<file path="src/rtl/instr_encoder.sv">
// instr_encoder: packs RV32I instruction fields and a signed immediate into a
// 32-bit instruction word (R/I/S/B/U/J). The immediate is range and alignment
// checked, and any error replaces the word with NOP_WORD. The block is a
// two-stage valid/ready pipeline. Stage 1 holds the fields and the error code.
// Stage 2 holds the packed word. A saturating counter tallies the errored
// words that leave the block.
module instr_encoder #(
    parameter int          ERR_CNT_W = 16,
    parameter logic [31:0] NOP_WORD  = 32'h0000_0013
) (
    input  logic                 clk,
    input  logic                 rst_n,
    input  logic                 in_valid,
    output logic                 in_ready,
    input  logic [2:0]           in_fmt,
    input  logic [6:0]           in_opcode,
    input  logic [4:0]           in_rd,
    input  logic [4:0]           in_rs1,
    input  logic [4:0]           in_rs2,
    input  logic [2:0]           in_funct3,
    input  logic [6:0]           in_funct7,
    input  logic signed [31:0]   in_imm,
    output logic                 out_valid,
    input  logic                 out_ready,
    output logic [31:0]          out_instr,
    output logic [1:0]           out_err,
    output logic [ERR_CNT_W-1:0] err_cnt
);

    localparam logic [2:0] FMT_R = 3'd0;
    localparam logic [2:0] FMT_I = 3'd1;
    localparam logic [2:0] FMT_S = 3'd2;
    localparam logic [2:0] FMT_B = 3'd3;
    localparam logic [2:0] FMT_U = 3'd4;
    localparam logic [2:0] FMT_J = 3'd5;

    localparam logic [1:0] ERR_OK    = 2'b00;
    localparam logic [1:0] ERR_RANGE = 2'b01;
    localparam logic [1:0] ERR_ALIGN = 2'b10;
    localparam logic [1:0] ERR_FMT   = 2'b11;

    // Error classification. An illegal format beats misalignment, and
    // misalignment beats range.
    function automatic logic [1:0] calc_err(input logic [2:0] fmt, input logic signed [31:0] imm);
        logic [1:0] e;
        e = ERR_OK;
        case (fmt)
            FMT_R: e = ERR_OK;
            FMT_I, FMT_S: begin
                if (imm < -32'sd2048 || imm > 32'sd2047) e = ERR_RANGE;
            end
            FMT_B: begin
                if (imm[0])                                   e = ERR_ALIGN;
                else if (imm < -32'sd4096 || imm > 32'sd4094) e = ERR_RANGE;
            end
            FMT_U: begin
                if (imm[11:0] != 12'd0) e = ERR_RANGE;
            end
            FMT_J: begin
                if (imm[0])                                         e = ERR_ALIGN;
                else if (imm < -32'sd1048576 || imm > 32'sd1048574) e = ERR_RANGE;
            end
            default: e = ERR_FMT;
        endcase
        return e;
    endfunction

    // Field placement for each format. Fields that a format does not use are dropped.
    function automatic logic [31:0] pack(input logic [2:0] fmt, input logic [6:0] op,
                                         input logic [4:0] rd, input logic [4:0] rs1,
                                         input logic [4:0] rs2, input logic [2:0] f3,
                                         input logic [6:0] f7, input logic signed [31:0] imm);
        logic [31:0] w;
        case (fmt)
            FMT_R:   w = {f7, rs2, rs1, f3, rd, op};
            FMT_I:   w = {imm[11:0], rs1, f3, rd, op};
            FMT_S:   w = {imm[11:5], rs2, rs1, f3, imm[4:0], op};
            FMT_B:   w = {imm[12], imm[10:5], rs2, rs1, f3, imm[4:1], imm[11], op};
            FMT_U:   w = {imm[31:12], rd, op};
            FMT_J:   w = {imm[20], imm[10:1], imm[11], imm[19:12], rd, op};
            default: w = NOP_WORD;
        endcase
        return w;
    endfunction

    // Saturating increment. The counter holds at all-ones.
    function automatic logic [ERR_CNT_W-1:0] sat_inc(input logic [ERR_CNT_W-1:0] v);
        return (&v) ? v : v + 1'b1;
    endfunction

    logic                 vld_p1;
    logic                 vld_p2;
    logic [2:0]           fmt_p1;
    logic [6:0]           opcode_p1;
    logic [4:0]           rd_p1;
    logic [4:0]           rs1_p1;
    logic [4:0]           rs2_p1;
    logic [2:0]           funct3_p1;
    logic [6:0]           funct7_p1;
    logic signed [31:0]   imm_p1;
    logic [1:0]           err_p1;
    logic [31:0]          instr_p2;
    logic [1:0]           err_p2;
    logic [ERR_CNT_W-1:0] cnt;
    logic                 adv_p2;
    logic                 take_p1;
    logic                 take_p2;
    logic                 drain_err;

    assign adv_p2    = !vld_p2 || out_ready;
    assign in_ready  = !vld_p1 || adv_p2;
    assign take_p1   = in_valid && in_ready;
    assign take_p2   = vld_p1 && adv_p2;
    assign drain_err = vld_p2 && out_ready && (err_p2 != ERR_OK);

    // Stage valids: stage 1 refills whenever it can advance, and stage 2 follows stage 1.
    always_ff @(posedge clk or negedge rst_n) begin
        if (!rst_n) begin
            vld_p1 <= 1'b0;
            vld_p2 <= 1'b0;
        end else begin
            if (in_ready) vld_p1 <= in_valid;
            if (adv_p2)   vld_p2 <= vld_p1;
        end
    end

    // ---- stage 1: capture fields and the registered error code ----
    always_ff @(posedge clk) begin
        if (take_p1) begin
            fmt_p1    <= in_fmt;
            opcode_p1 <= in_opcode;
            rd_p1     <= in_rd;
            rs1_p1    <= in_rs1;
            rs2_p1    <= in_rs2;
            funct3_p1 <= in_funct3;
            funct7_p1 <= in_funct7;
            imm_p1    <= in_imm;
            err_p1    <= calc_err(in_fmt, in_imm);
        end
    end

    // ---- stage 2: packed word, or NOP when stage 1 flagged an error ----
    always_ff @(posedge clk or negedge rst_n) begin
        if (!rst_n) begin
            instr_p2 <= 32'd0;
            err_p2   <= ERR_OK;
        end else if (take_p2) begin
            instr_p2 <= (err_p1 != ERR_OK) ? NOP_WORD
                        : pack(fmt_p1, opcode_p1, rd_p1, rs1_p1, rs2_p1, funct3_p1, funct7_p1, imm_p1);
            err_p2   <= err_p1;
        end
    end

    // Count errored words as they are handed to the consumer.
    always_ff @(posedge clk or negedge rst_n) begin
        if (!rst_n)         cnt <= '0;
        else if (drain_err) cnt <= sat_inc(cnt);
    end

    assign out_valid = vld_p2;
    assign out_instr = instr_p2;
    assign out_err   = err_p2;
    assign err_cnt   = cnt;

endmodule
</file>
<file path="config.mk">
export PLATFORM = sky130hd
export DESIGN_NAME = instr_encoder
export DESIGN_NICKNAME = d
export VERILOG_FILES = /design/src/rtl/instr_encoder.sv
export SDC_FILE = /design/constraint.sdc
export NUM_CORES = 1
export LEC_CHECK = 0
export BUFFER_PORTS_ARGS = -buffer_cell sky130_fd_sc_hd__buf_2
export CORE_MARGIN = 3
export CORE_UTILIZATION = 45
export DETAILED_ROUTE_END_ITERATION = 12
export HOLD_SLACK_MARGIN = 0.06
export PLACE_DENSITY_LB_ADDON = 0.3
export SKIP_LAST_GASP = 1
export SYNTH_ARGS = -nofsm -noshare
export SYNTH_HDL_FRONTEND = slang
export SYNTH_SLANG_ARGS = --single-unit
</file>
<file path="constraint.sdc">
create_clock -name clk -period 3.88 [get_ports clk]
set_clock_uncertainty 0.15 [all_clocks]
set_input_delay 0.194 -clock clk [delete_from_list [all_inputs] [get_ports clk]]
set_output_delay 0.194 -clock clk [all_outputs]
set_load 0.01 [all_outputs]
</file>
Word level (Yosys, flattened, before mapping)
Index checks and enable logic that the tools add are counted.
{ "totals": {"register_bits": 121, "in_bits": 71, "elab_cells": 60} }
{ "op_classes": {"n_addsub": 1, "n_lt_le_gt_ge": 6, "n_eq_ne": 10, "muxes": 9, "bitwise": 1, "n_reduce_logical": 19} }
{ "ops": {"columns": ["operator", "count"], "rows": [
  ["32-bit case mux with 6 select lines", 1],
  ["32-bit by 12-bit greater-than comparator with 1-bit output (second input constant)", 1],
  ["32-bit by 13-bit greater-than comparator with 1-bit output (second input constant)", 1],
  ["32-bit by 21-bit greater-than comparator with 1-bit output (second input constant)", 1],
  ["32-bit by 12-bit < comparator with 1-bit output (second input constant)", 1],
  ["32-bit by 13-bit < comparator with 1-bit output (second input constant)", 1],
  ["32-bit by 21-bit < comparator with 1-bit output (second input constant)", 1],
  ["32-bit two-way mux", 1],
  ["16-bit by 1-bit adder with 16-bit output (second input constant)", 1],
  ["16-bit AND reduction", 1],
  ["3-bit by 2-bit equality test with 1-bit output (second input constant)", 4],
  ["3-bit equality test (second input constant)", 4],
  ["12-bit nonzero test", 1],
  ["2-bit case mux with 5 select lines", 1],
  ["3-bit by 1-bit equality test with 1-bit output (second input constant)", 2],
  ["3-bit logical NOT", 2],
  ["1-bit logical OR", 5],
  ["1-bit logical AND", 4],
  ["1-bit two-way mux", 4],
  ["2-bit two-way mux", 2],
  ["2-bit nonzero test", 2],
  ["1-bit logical NOT", 2],
  ["2-bit AND reduction", 1],
  ["2-bit OR reduction", 1],
  ["1-bit inverter", 1]
]} }

Logic depth before layout (Yosys ltp)
Gate-level depths: netlist of run 1.
{ "logic_depth": {"depth_word": 5, "ltp_mapped": 6, "ltp_nobuf": 6} }

Worst setup path before layout of run 1
OpenSTA, ideal clock, no wires.
{ "synth_timing": {"path_kind": "reg-to-reg", "startpoint": "register vld_p2 (netlist: out_valid)", "endpoint": "register err_p1[0], enable pin", "setup_time_ps": 435, "t_arrival_ps": 2301, "required_ps": 3295, "path_slack_ps": 994, "path_stages_with_launch": 3, "path_cell_list": "dfrtp_1 -> nand3b_1 -> and2_1"} }
{ "synth_between": {"elab_chain_cells": 4} }
{ "synth_lines": {"columns": ["element", "line", "text"], "rows": [
  ["start, declared", "92", "logic vld_p2;"],
  ["start signal, assigned", "123", "if (adv_p2) vld_p2 <= vld_p1;"],
  ["1-bit logical NOT", "110", "assign adv_p2 = !vld_p2 || out_ready;"],
  ["1-bit logical OR", "110", null],
  ["1-bit logical OR", "111", "assign in_ready = !vld_p1 || adv_p2;"],
  ["via in_ready", "14", "output logic in_ready,"],
  ["1-bit logical AND", "112", "assign take_p1 = in_valid && in_ready;"],
  ["via take_p1", "106", "logic take_p1;"],
  ["end signal, assigned", "138", "err_p1 <= calc_err(in_fmt, in_imm);"],
  ["end, declared", "101", "logic [1:0] err_p1;"]
]} }
The timed path passes the listed nets, and every way through them passes these cells.
A chain may end at the register's enable or synchronous reset.

Worst setup path after layout of run 1
{ "layout_timing": {"startpoint": "register fmt_p1[2]", "endpoint": "register instr_p2[26] (netlist: out_instr[26])"} }
{ "layout_between": {"elab_chain_cells": 3, "word_cells_on_any_way": 8, "classes_between": "eq/ne: 5; mux: 2; reduce/logical: 1"} }
{ "layout_lines": {"columns": ["element", "line", "text"], "rows": [
  ["start, declared", "93", "logic [2:0] fmt_p1;"],
  ["start signal, assigned", "130", "fmt_p1 <= in_fmt;"],
  ["3-bit equality test (tied with other cells)", "74", "case (fmt)"],
  ["32-bit case mux with 6 select lines *", "74", null],
  ["32-bit two-way mux *", "148", "instr_p2 <= (err_p1 != ERR_OK) ? NOP_WORD"],
  ["end signal, assigned", "148", null],
  ["end, declared", "102", "logic [31:0] instr_p2;"]
]} }
Every way passes the cells marked *; elsewhere a longest branch is shown, timed or not.

==> results of run 1 <==
==> per-stage QoR <==
step / utilization [%] / hold slack, ns
after global placement: 53.7 / 0.197
after detailed placement: 53.7 / 0.197
after CTS: 66.7 / 0.197
final: 66.7 / 0.182
after global routing: 66.7 / 0.227
after floorplan: - / -0.252
==> state kept, by name, summed over array words and instances (netlist names), 2 cells and up <==
name	count
imm_p1	32
out_err	2
rs2_p1	5
rs1_p1	5
funct3_p1	3
rd_p1	5
err_cnt	16
opcode_p1	7
funct7_p1	7
out_instr	32
err_p1	2
fmt_p1	3
==> final timing paths <==
check                                       endpoint  slack [ns]  depth (start not counted)
min in group clk              funct3_p1[2]$_DFFE_PP_        0.25                          2
hold / removal                err_cnt[0]$_DFFE_PN0P_        0.18                          3
setup / recovery           out_instr[26]$_DFFE_PN0P_        1.67                          4
hold reg to reg             out_instr[4]$_DFFE_PN0P_        0.31                          1
max in group asynchronous  out_instr[20]$_DFFE_PN0P_        2.95                          3
setup reg to reg           out_instr[26]$_DFFE_PN0P_        1.67                          4
==> layout make-up <==
class                      instances  share of cell area (%)
sequential                       121                    48.8
multi-input combinational        218                    19.9
timing repair buffer             196                    19.4
clock buffer                      18                    6.04
clock inverter                    14                    3.27
tap                              136                    2.46
inverter                           2                   0.108
==> cells in the mapped netlist (3+ instances only) <==
cell type  number
o22ai_1         6
nor3_1          3
a21oi_1        16
mux2_2          3
edfxtp_1       69
o21ai_0        23
buf_2           3
nor2b_1        10
clkbuf_1       11
dfrtp_1        52
nand2_1        36
nand4_1        12
and3_1          5
nor2_1         11
a22o_1         10
nor4_1          8
nand2b_1        5
o22a_1          3
xnor2_1        12
a22oi_1        23
nand3_1        10
==> repair_timing <==
item,CTS,global route
hold buffers,71,0
endpoints found under the hold margin,132,0
resized for setup,0,0
endpoints found under the setup margin,0,0
==> kinds of logic (layout without fill, tap and decap cells) <==
family | after synthesis | in the layout
flops | 121 | 121
fa+ha+maj | 1 | 1
xor+xnor | 14 | 14
simple gates | 108 | 108
mux | 5 | 5
buf+inv | 18 | 230
compound gates | 90 | 90
==> power breakdown <==
part | internal [mW] | switching (mW)
registers | 1.48 | 0.0884
logic | 0.187 | 0.202
clock network | 1.17 | 0.543
total | 2.83 | 0.833
==> per-layer routing <==
layer	vias to the layer above	global-route usage, %	wire [um]
met4	0	9.62	250
met3	24	5.40	718
li1	1763	-	-
met5	-	0	0
met1	1796	26.5	5210
met2	152	34.3	6020
==> critical path: stages, from the launching register on <==
cell and delay (ns):
edfxtp_1 0.81, nor2b_1 0.63, a22oi_1 0.16, o22ai_1 0.24, a22o_1 0.16
==> impl_metrics.json, run 1 <==
{
  "worstSetupEndpointType": "flop",
  "yosys.area_share.simple_pct": 12.0,
  "drv_slew": 0,
  "nets": 628,
  "placed_cell_area_um2": 5560,
  "hold_path_class": "input pin to async pin",
  "synth_top_area_share_pct": 43.0,
  "syn_inst": 357,
  "synth-main-ff-cell": "edfxtp_1",
  "fp.dieW_um": 110,
  "register_area_um2": 3370,
  "rsz0062_at_grt": "false",
  "viasPerCell": 5.30,
  "critPathLaunch": "fmt_p1[2]$_DFFE_PP_",
  "clockBufferDepth": 2,
  "ir_worst_vdd_uv": 358,
  "period_share_pct": 56.9,
  "synth_compound_area_share_pct": 12.7,
  "synthAdderAreaFrac_pct": 0.259,
  "first_pass_iters": 5,
  "worst-setup-path-type": "flop to flop",
  "num_rows": 37,
  "diodes": 0,
  "finalCriticalPeriod_ns": 2.21,
  "fmax_mhz": 453,
  "hold_viol_final": 0,
  "synthXorXnorAreaFrac_pct": 2.54,
  "r2r-start": "fmt_p1[2]$_DFFE_PP_",
  "finalInstanceArea_um2": 6920,
  "worstMarginPinSlew_ns": 1.10,
  "avgSynthCellArea_um2": 13.5,
  "cts_made_buffers": 17,
  "final_common_cell": "buf_2",
  "drt-initial-drc-count": 257,
  "grt_max_degree": 53,
  "synth_area_leader_cell": "edfxtp_1",
  "fp.dieH_um": 110,
  "synth_nets": 429,
  "grtUsageTotal_pct": 21.1,
  "grt_pass1_vias": 3756,
  "stdcell_count": 705,
  "dieArea_um2": 12000,
  "clkSlewWorstSetupHoldPaths_ns": 0.06,
  "ys_types": 42,
  "ant_nets": 0,
  "drv_cap": 0,
  "vias": 3735,
  "drive_gt1_share_pct": 28.5,
  "area_growth_pct": 43.5,
  "wl_per_cell_um": 17.3,
  "root_buffer": "clkbuf_8",
  "power_mw": 3.66,
  "wl_um": 12200,
  "startpoint_type": "flop",
  "core_region_area_um2": 10400,
  "synthArstFlopShare_pct": 43.0,
  "fillCellCount": 765,
  "dp_cells": 602,
  "leakagePower_nw": 2.93,
  "gr-total-overflow": 0,
  "dpl.hpwl_um": 8120,
  "cp.required_ns": 4.17,
  "synth_seq_cells": 121,
  "start_util_pct": 46.5,
  "port_buffers": 122,
  "dpl_worst_slack_ns": 1.71,
  "htree_levels": 4,
  "multi_input_area_um2": 1380,
  "critical_path_arrival_ns": 2.50,
  "outcome": "complete, no violations",
  "synth.cell_area_um2": 4820,
  "synth_top_family_by_area": "compound AO/OA/AOI/OAI gates",
  "setup_tns_ns": 0,
  "cts_tree": "built",
  "antenna_found_initial": 0,
  "grt_first_pass_wirelength_um": 19000,
  "numClockSinks": 121,
  "cp_max_fo": 23,
  "yosys-top-cells-area": "edfxtp_1 43%, dfrtp_1 27%, a22oi_1 3.6%",
  "mostFrequentLayoutCells": "122 x buf_2, 71 x dlygate4sd3_1, 69 x edfxtp_1",
  "maxSlewHeadroom_pct": 26.8,
  "synth_mux_area_share_pct": 1.12,
  "num_io_pins": 123,
  "p_per_area_nw_per_um2": 529,
  "setup_viol": 0,
  "place.gp.congestion": 0.784,
  "ys_seq_area_share_pct": 69.9,
  "clkLatencyLatePin_ns": 0.50,
  "drc": 0,
  "post_cts_buffers": 0,
  "setup_slack_ns": 1.67,
  "ys.warnings.count": 0,
  "synth_edf_count": 69
}
No activity file was read; power rests on OpenSTA's default activity.
==> run 2: changes to the inputs <==
- clock period: 3.88 -> 2.1 ns (I/O delays scaled with it)
==> run 2 against run 1 <==
Sequential power increased by 83%. Cell area barely moved. Count of clock-buffer cells in the layout is 2 higher. Maximum frequency rose by 18%. Register-to-register slack got worse by 1.4 ns. Die area unchanged. Largest cell class unchanged. Critical endpoint is now out_instr[30]$_DFFE_PN0P_. Utilization up 0.060 points. Combinational power rose by 96%. Critical path depth is the same. Sequential share of layout area about the same.
==> impl_metrics.json, run 2 (synthesis results as in run 1) <==
{
  "wl_per_cell_um": 17.1,
  "r2r-start": "fmt_p1[0]$_DFFE_PP_",
  "drive_gt1_share_pct": 28.9,
  "drv_slew": 0,
  "grt_first_pass_wirelength_um": 19500,
  "dieArea_um2": 12000,
  "nets": 637,
  "area_growth_pct": 43.6,
  "ant_nets": 0,
  "stdcell_count": 714,
  "diodes": 0,
  "ir_worst_vdd_uv": 574,
  "period_share_pct": 89.3,
  "first_pass_iters": 5,
  "start_util_pct": 46.5,
  "clkLatencyLatePin_ns": 0.51,
  "setup_viol": 0,
  "grtUsageTotal_pct": 21.8,
  "hold_ws_ns": 0.0573,
  "root_buffer": "clkbuf_8",
  "dp_cells": 611,
  "gr-total-overflow": 0,
  "num_rows": 37,
  "place.gp.congestion": 0.833,
  "viasPerCell": 5.23,
  "num_io_pins": 123,
  "maxSlewHeadroom_pct": 49.0,
  "mostFrequentLayoutCells": "122 x buf_2, 71 x dlygate4sd3_1, 69 x edfxtp_1",
  "port_buffers": 122,
  "drv_cap": 0,
  "rsz0062_at_grt": "false",
  "drt-initial-drc-count": 268,
  "setup_tns_ns": 0,
  "fp.dieW_um": 110,
  "clkSlewWorstSetupHoldPaths_ns": 0.05,
  "critical_path_arrival_ns": 2.17,
  "critPathLaunch": "fmt_p1[0]$_DFFE_PP_",
  "fmax_mhz": 533,
  "final_common_cell": "buf_2",
  "outcome": "complete, no violations",
  "numClockSinks": 121,
  "wl_um": 12200,
  "finalCriticalPeriod_ns": 1.88,
  "drc": 0,
  "leakagePower_nw": 2.94,
  "cp_max_fo": 11,
  "core_region_area_um2": 10400,
  "cts_tree": "built",
  "grt_max_degree": 36,
  "cts_made_buffers": 17,
  "hold_path_class": "input pin to async pin",
  "clockBufferDepth": 2,
  "worst-setup-path-type": "flop to flop",
  "p_per_area_nw_per_um2": 918,
  "vias": 3737,
  "startpoint_type": "flop",
  "fp.dieH_um": 110,
  "antenna_found_initial": 0,
  "hold_viol_final": 0,
  "dpl.hpwl_um": 8110,
  "grt_pass1_vias": 3899,
  "worstSetupEndpointType": "flop",
  "worstMarginPinSlew_ns": 0.764,
  "htree_levels": 4,
  "post_cts_buffers": 0,
  "cp.required_ns": 2.39
}
[run 2: changes by cell type in the layout (fill, tap and decap cells not counted), sizes merged]
cell,change
buf,+9
bufinv,-3
clkbuf,+2
clkinv,+2
inv,-1
[run 2: critical path, cell delays in order, from the launching register on]
cell and delay [ns]:
edfxtp_1 0.55, nor2b_1 0.57, a22oi_1 0.16, o22ai_1 0.22
a22o_1 0.15
[run 2: per-layer routing]
metal | track usage, % | wire length [um] | part of all wire, % | vias to the layer above
met5 | 0 | 0 | 0 | -
li1 | - | - | - | 1779
met2 | 36.6 | 6070 | 50 | 152
met3 | 5.70 | 768 | 6.3 | 29
met1 | 27.0 | 5090 | 42 | 1777
met4 | 8.46 | 284 | 2.3 | 0
[run 2: metrics by stage]
stage               setup WS [ns]  cell area [um2]  total power, mW  util (%)
floorplan                   0.302             4830             3.23         -
global placement            0.328             5660             3.55      54.6
detailed placement          0.248             5660             3.57      54.6
CTS                         0.255             6930             6.41      66.8
global route               0.0391             6930             6.63      66.8
finish                      0.225             6930             6.36      66.8
[run 2: timing repair]
| item | CTS | global route |
|---|---|---|
| hold buffers | 71 | 0 |
| endpoints found under the hold margin | 149 | 0 |
| resized for setup | 0 | 0 |
[run 2: worst paths after layout]
check                      depth (start not counted)  slack (ns)                         to
min in group clk                                   2        0.15        rs1_p1[1]$_DFFE_PP_
min                                                2        0.06     err_cnt[4]$_DFFE_PN0P_
max in group asynchronous                          3        1.09  out_instr[13]$_DFFE_PN0P_
max reg2reg                                        4        0.22  out_instr[30]$_DFFE_PN0P_
min reg2reg                                        1        0.30   out_instr[4]$_DFFE_PN0P_
max                                                4        0.22  out_instr[30]$_DFFE_PN0P_
[run 2: where the power goes]
group | internal (mW) | leakage (nW) | switching [mW]
combinational | 0.369 | 1.32 | 0.394
clock | 1.78 | 0.270 | 0.946
sequential | 2.73 | 1.35 | 0.145
total | 4.87 | 2.94 | 1.49
[run 2: final cells by class]
type	instances	area, um2
fillers	770	3440
flip-flops and latches	121	3370
repair buffers	205	1440
multi-input cells	218	1380
clock buffers	20	425
well taps	136	170
clock inverters	12	131
inverters	2	7.51
==> run 3: changes to the inputs <==
- BUFFER_PORTS_ARGS: -buffer_cell sky130_fd_sc_hd__buf_2 -> -buffer_cell sky130_fd_sc_hd__buf_4
- CTS_CLUSTER_DIAMETER: unset -> 80
==> run 3 against run 2 <==
Maximum frequency up 1.7%. First-iteration DRC count decreased by 12%. Hold slack gained 0.099 ns. Wire length down 1.0%. Die area stayed put. Utilization rose by 3.4 points. Total power rose by 3.6%. Combinational power is 13% higher. Final cell count increased by 0.14%. Highest routed layer unchanged. Sequential cell count did not move.
==> impl_metrics.json, run 3 (synthesis results as in run 1) <==
{
  "placed_cell_area_um2": 5960,
  "period_share_pct": 87.9,
  "post_cts_buffers": 0,
  "r2r-end": "err_cnt[1]$_DFFE_PN0P_",
  "worstMarginPinSlew_ns": 0.649,
  "finalInstanceArea_um2": 7280,
  "ant_nets": 0,
  "grt_max_degree": 53,
  "start_util_pct": 46.5,
  "crit_top_cell": "and3_1",
  "cp_max_fo": 10,
  "viasPerCell": 5.22,
  "slowest_stage": "dfrtp_1",
  "fmax_mhz": 542,
  "worst-setup-path-type": "flop to flop",
  "finalCriticalPeriod_ns": 1.84,
  "port_buffers": 122,
  "leakagePower_nw": 3.03,
  "clkLatencyLatePin_ns": 0.51,
  "worstSetupEndpointType": "flop",
  "nets": 638,
  "first_pass_iters": 5,
  "drv_cap": 0,
  "cts_made_buffers": 17,
  "path_delay_family": "simple AND/OR/NAND/NOR gates",
  "maxSlewHeadroom_pct": 56.7,
  "cp.required_ns": 2.34,
  "area_growth_pct": 50.9,
  "num_rows": 37,
  "critical_path_arrival_ns": 2.08,
  "fp.dieH_um": 110,
  "slowest_delay_ns": 0.43,
  "r2r-start": "err_cnt[7]$_DFFE_PN0P_",
  "vias": 3729,
  "fp.dieW_um": 110,
  "dp_cells": 611,
  "startpoint_type": "flop",
  "htree_levels": 4,
  "place.gp.congestion": 0.777,
  "clkSlewWorstSetupHoldPaths_ns": 0.06,
  "core_region_area_um2": 10400,
  "gr-total-overflow": 0,
  "hold_ws_ns": 0.156,
  "fillCellCount": 709,
  "drc": 0,
  "ir_worst_vdd_uv": 614,
  "min_to": "funct3_p1[2]$_DFFE_PP_",
  "root_buffer": "clkbuf_8",
  "cp_num_buf_inv": 0,
  "cts_tree": "built",
  "reg2reg_depth": 4,
  "stdcell_count": 715,
  "clockBufferDepth": 2,
  "regToRegSetupSlack_ns": 0.26,
  "crit_chain": "and3_1 -> and3_1 -> a21oi_4 -> mux2_2",
  "grt_first_pass_wirelength_um": 19200,
  "setup_viol": 0,
  "mostFrequentLayoutCells": "132 x buf_4, 72 x dlygate4sd3_1, 69 x edfxtp_1",
  "p_per_area_nw_per_um2": 905,
  "outcome": "complete, no violations",
  "antenna_found_initial": 0,
  "hold_viol_final": 0,
  "num_io_pins": 123,
  "diodes": 0,
  "rsz0062_at_grt": "false",
  "dpl.hpwl_um": 8160,
  "hold_path_class": "input pin to flop",
  "hold_path_depth": 2,
  "numClockSinks": 121,
  "setup_tns_ns": 0,
  "dieArea_um2": 12000,
  "grtUsageTotal_pct": 21.2,
  "wl_um": 12100,
  "drt-initial-drc-count": 236,
  "drv_slew": 0,
  "final_common_cell": "buf_4",
  "grt_pass1_vias": 3829,
  "wl_per_cell_um": 16.9,
  "drive_gt1_share_pct": 30.1,
  "hp-start": "in_funct3[2]"
}
[run 3: power by group]
part | switching (mW) | total, mW | internal (mW)
registers | 0.153 | 2.88 | 2.73
logic | 0.398 | 0.860 | 0.462
clock network | 1.03 | 2.85 | 1.81
[run 3: worst max path at each step]
stage | startpoint | endpoint | depth (start not counted)
global route | fmt_p1[1]$_DFFE_PP_ | out_instr[27]$_DFFE_PN0P_ | 3
finish | err_cnt[7]$_DFFE_PN0P_ | err_cnt[1]$_DFFE_PN0P_ | 4
floorplan | err_cnt[8]$_DFFE_PN0P_ | err_cnt[1]$_DFFE_PN0P_ | 5
global placement | fmt_p1[1]$_DFFE_PP_ | out_instr[26]$_DFFE_PN0P_ | 3
CTS | fmt_p1[0]$_DFFE_PP_ | out_instr[24]$_DFFE_PN0P_ | 5
detailed placement | fmt_p1[0]$_DFFE_PP_ | out_instr[24]$_DFFE_PN0P_ | 5
[run 3: timing repair]
action                                 in CTS  in global routing
setup endpoints to repair                   0                  1
gates resized for setup                     0                  1
endpoints found under the hold margin     142                  0
hold buffers                               72                  0
[run 3: metrics by stage]
stage	util, %	worst slack [ns]	total power, mW
floorplan	-	0.302	3.23
global placement	57.5	0.328	3.65
detailed placement	57.5	0.254	3.68
CTS	70.1	0.222	6.63
global route	70.2	0.147	6.85
finish	70.2	0.255	6.59
[run 3: layer usage]
metal / up-vias / global-route usage, % / part of all wire, %
met1: 1785 / 27.0 / 41
met2: 145 / 35.0 / 51
met4: 0 / 7.84 / 1.6
met5: - / 0 / 0
met3: 19 / 5.28 / 6.5
li1: 1780 / - / -
[run 3: final cells by class]
| class | count | area, um2 | share of cell area (%) |
|---|---|---|---|
| Clock inverter | 14 | 173 | 2.37 |
| Tap cell | 136 | 170 | 2.34 |
| Sequential cell | 121 | 3370 | 46.4 |
| Timing Repair Buffer | 206 | 1750 | 24.1 |
| Inverter | 2 | 7.51 | 0.103 |
| Multi-Input combinational cell | 218 | 1380 | 19.0 |
| Clock buffer | 18 | 418 | 5.74 |
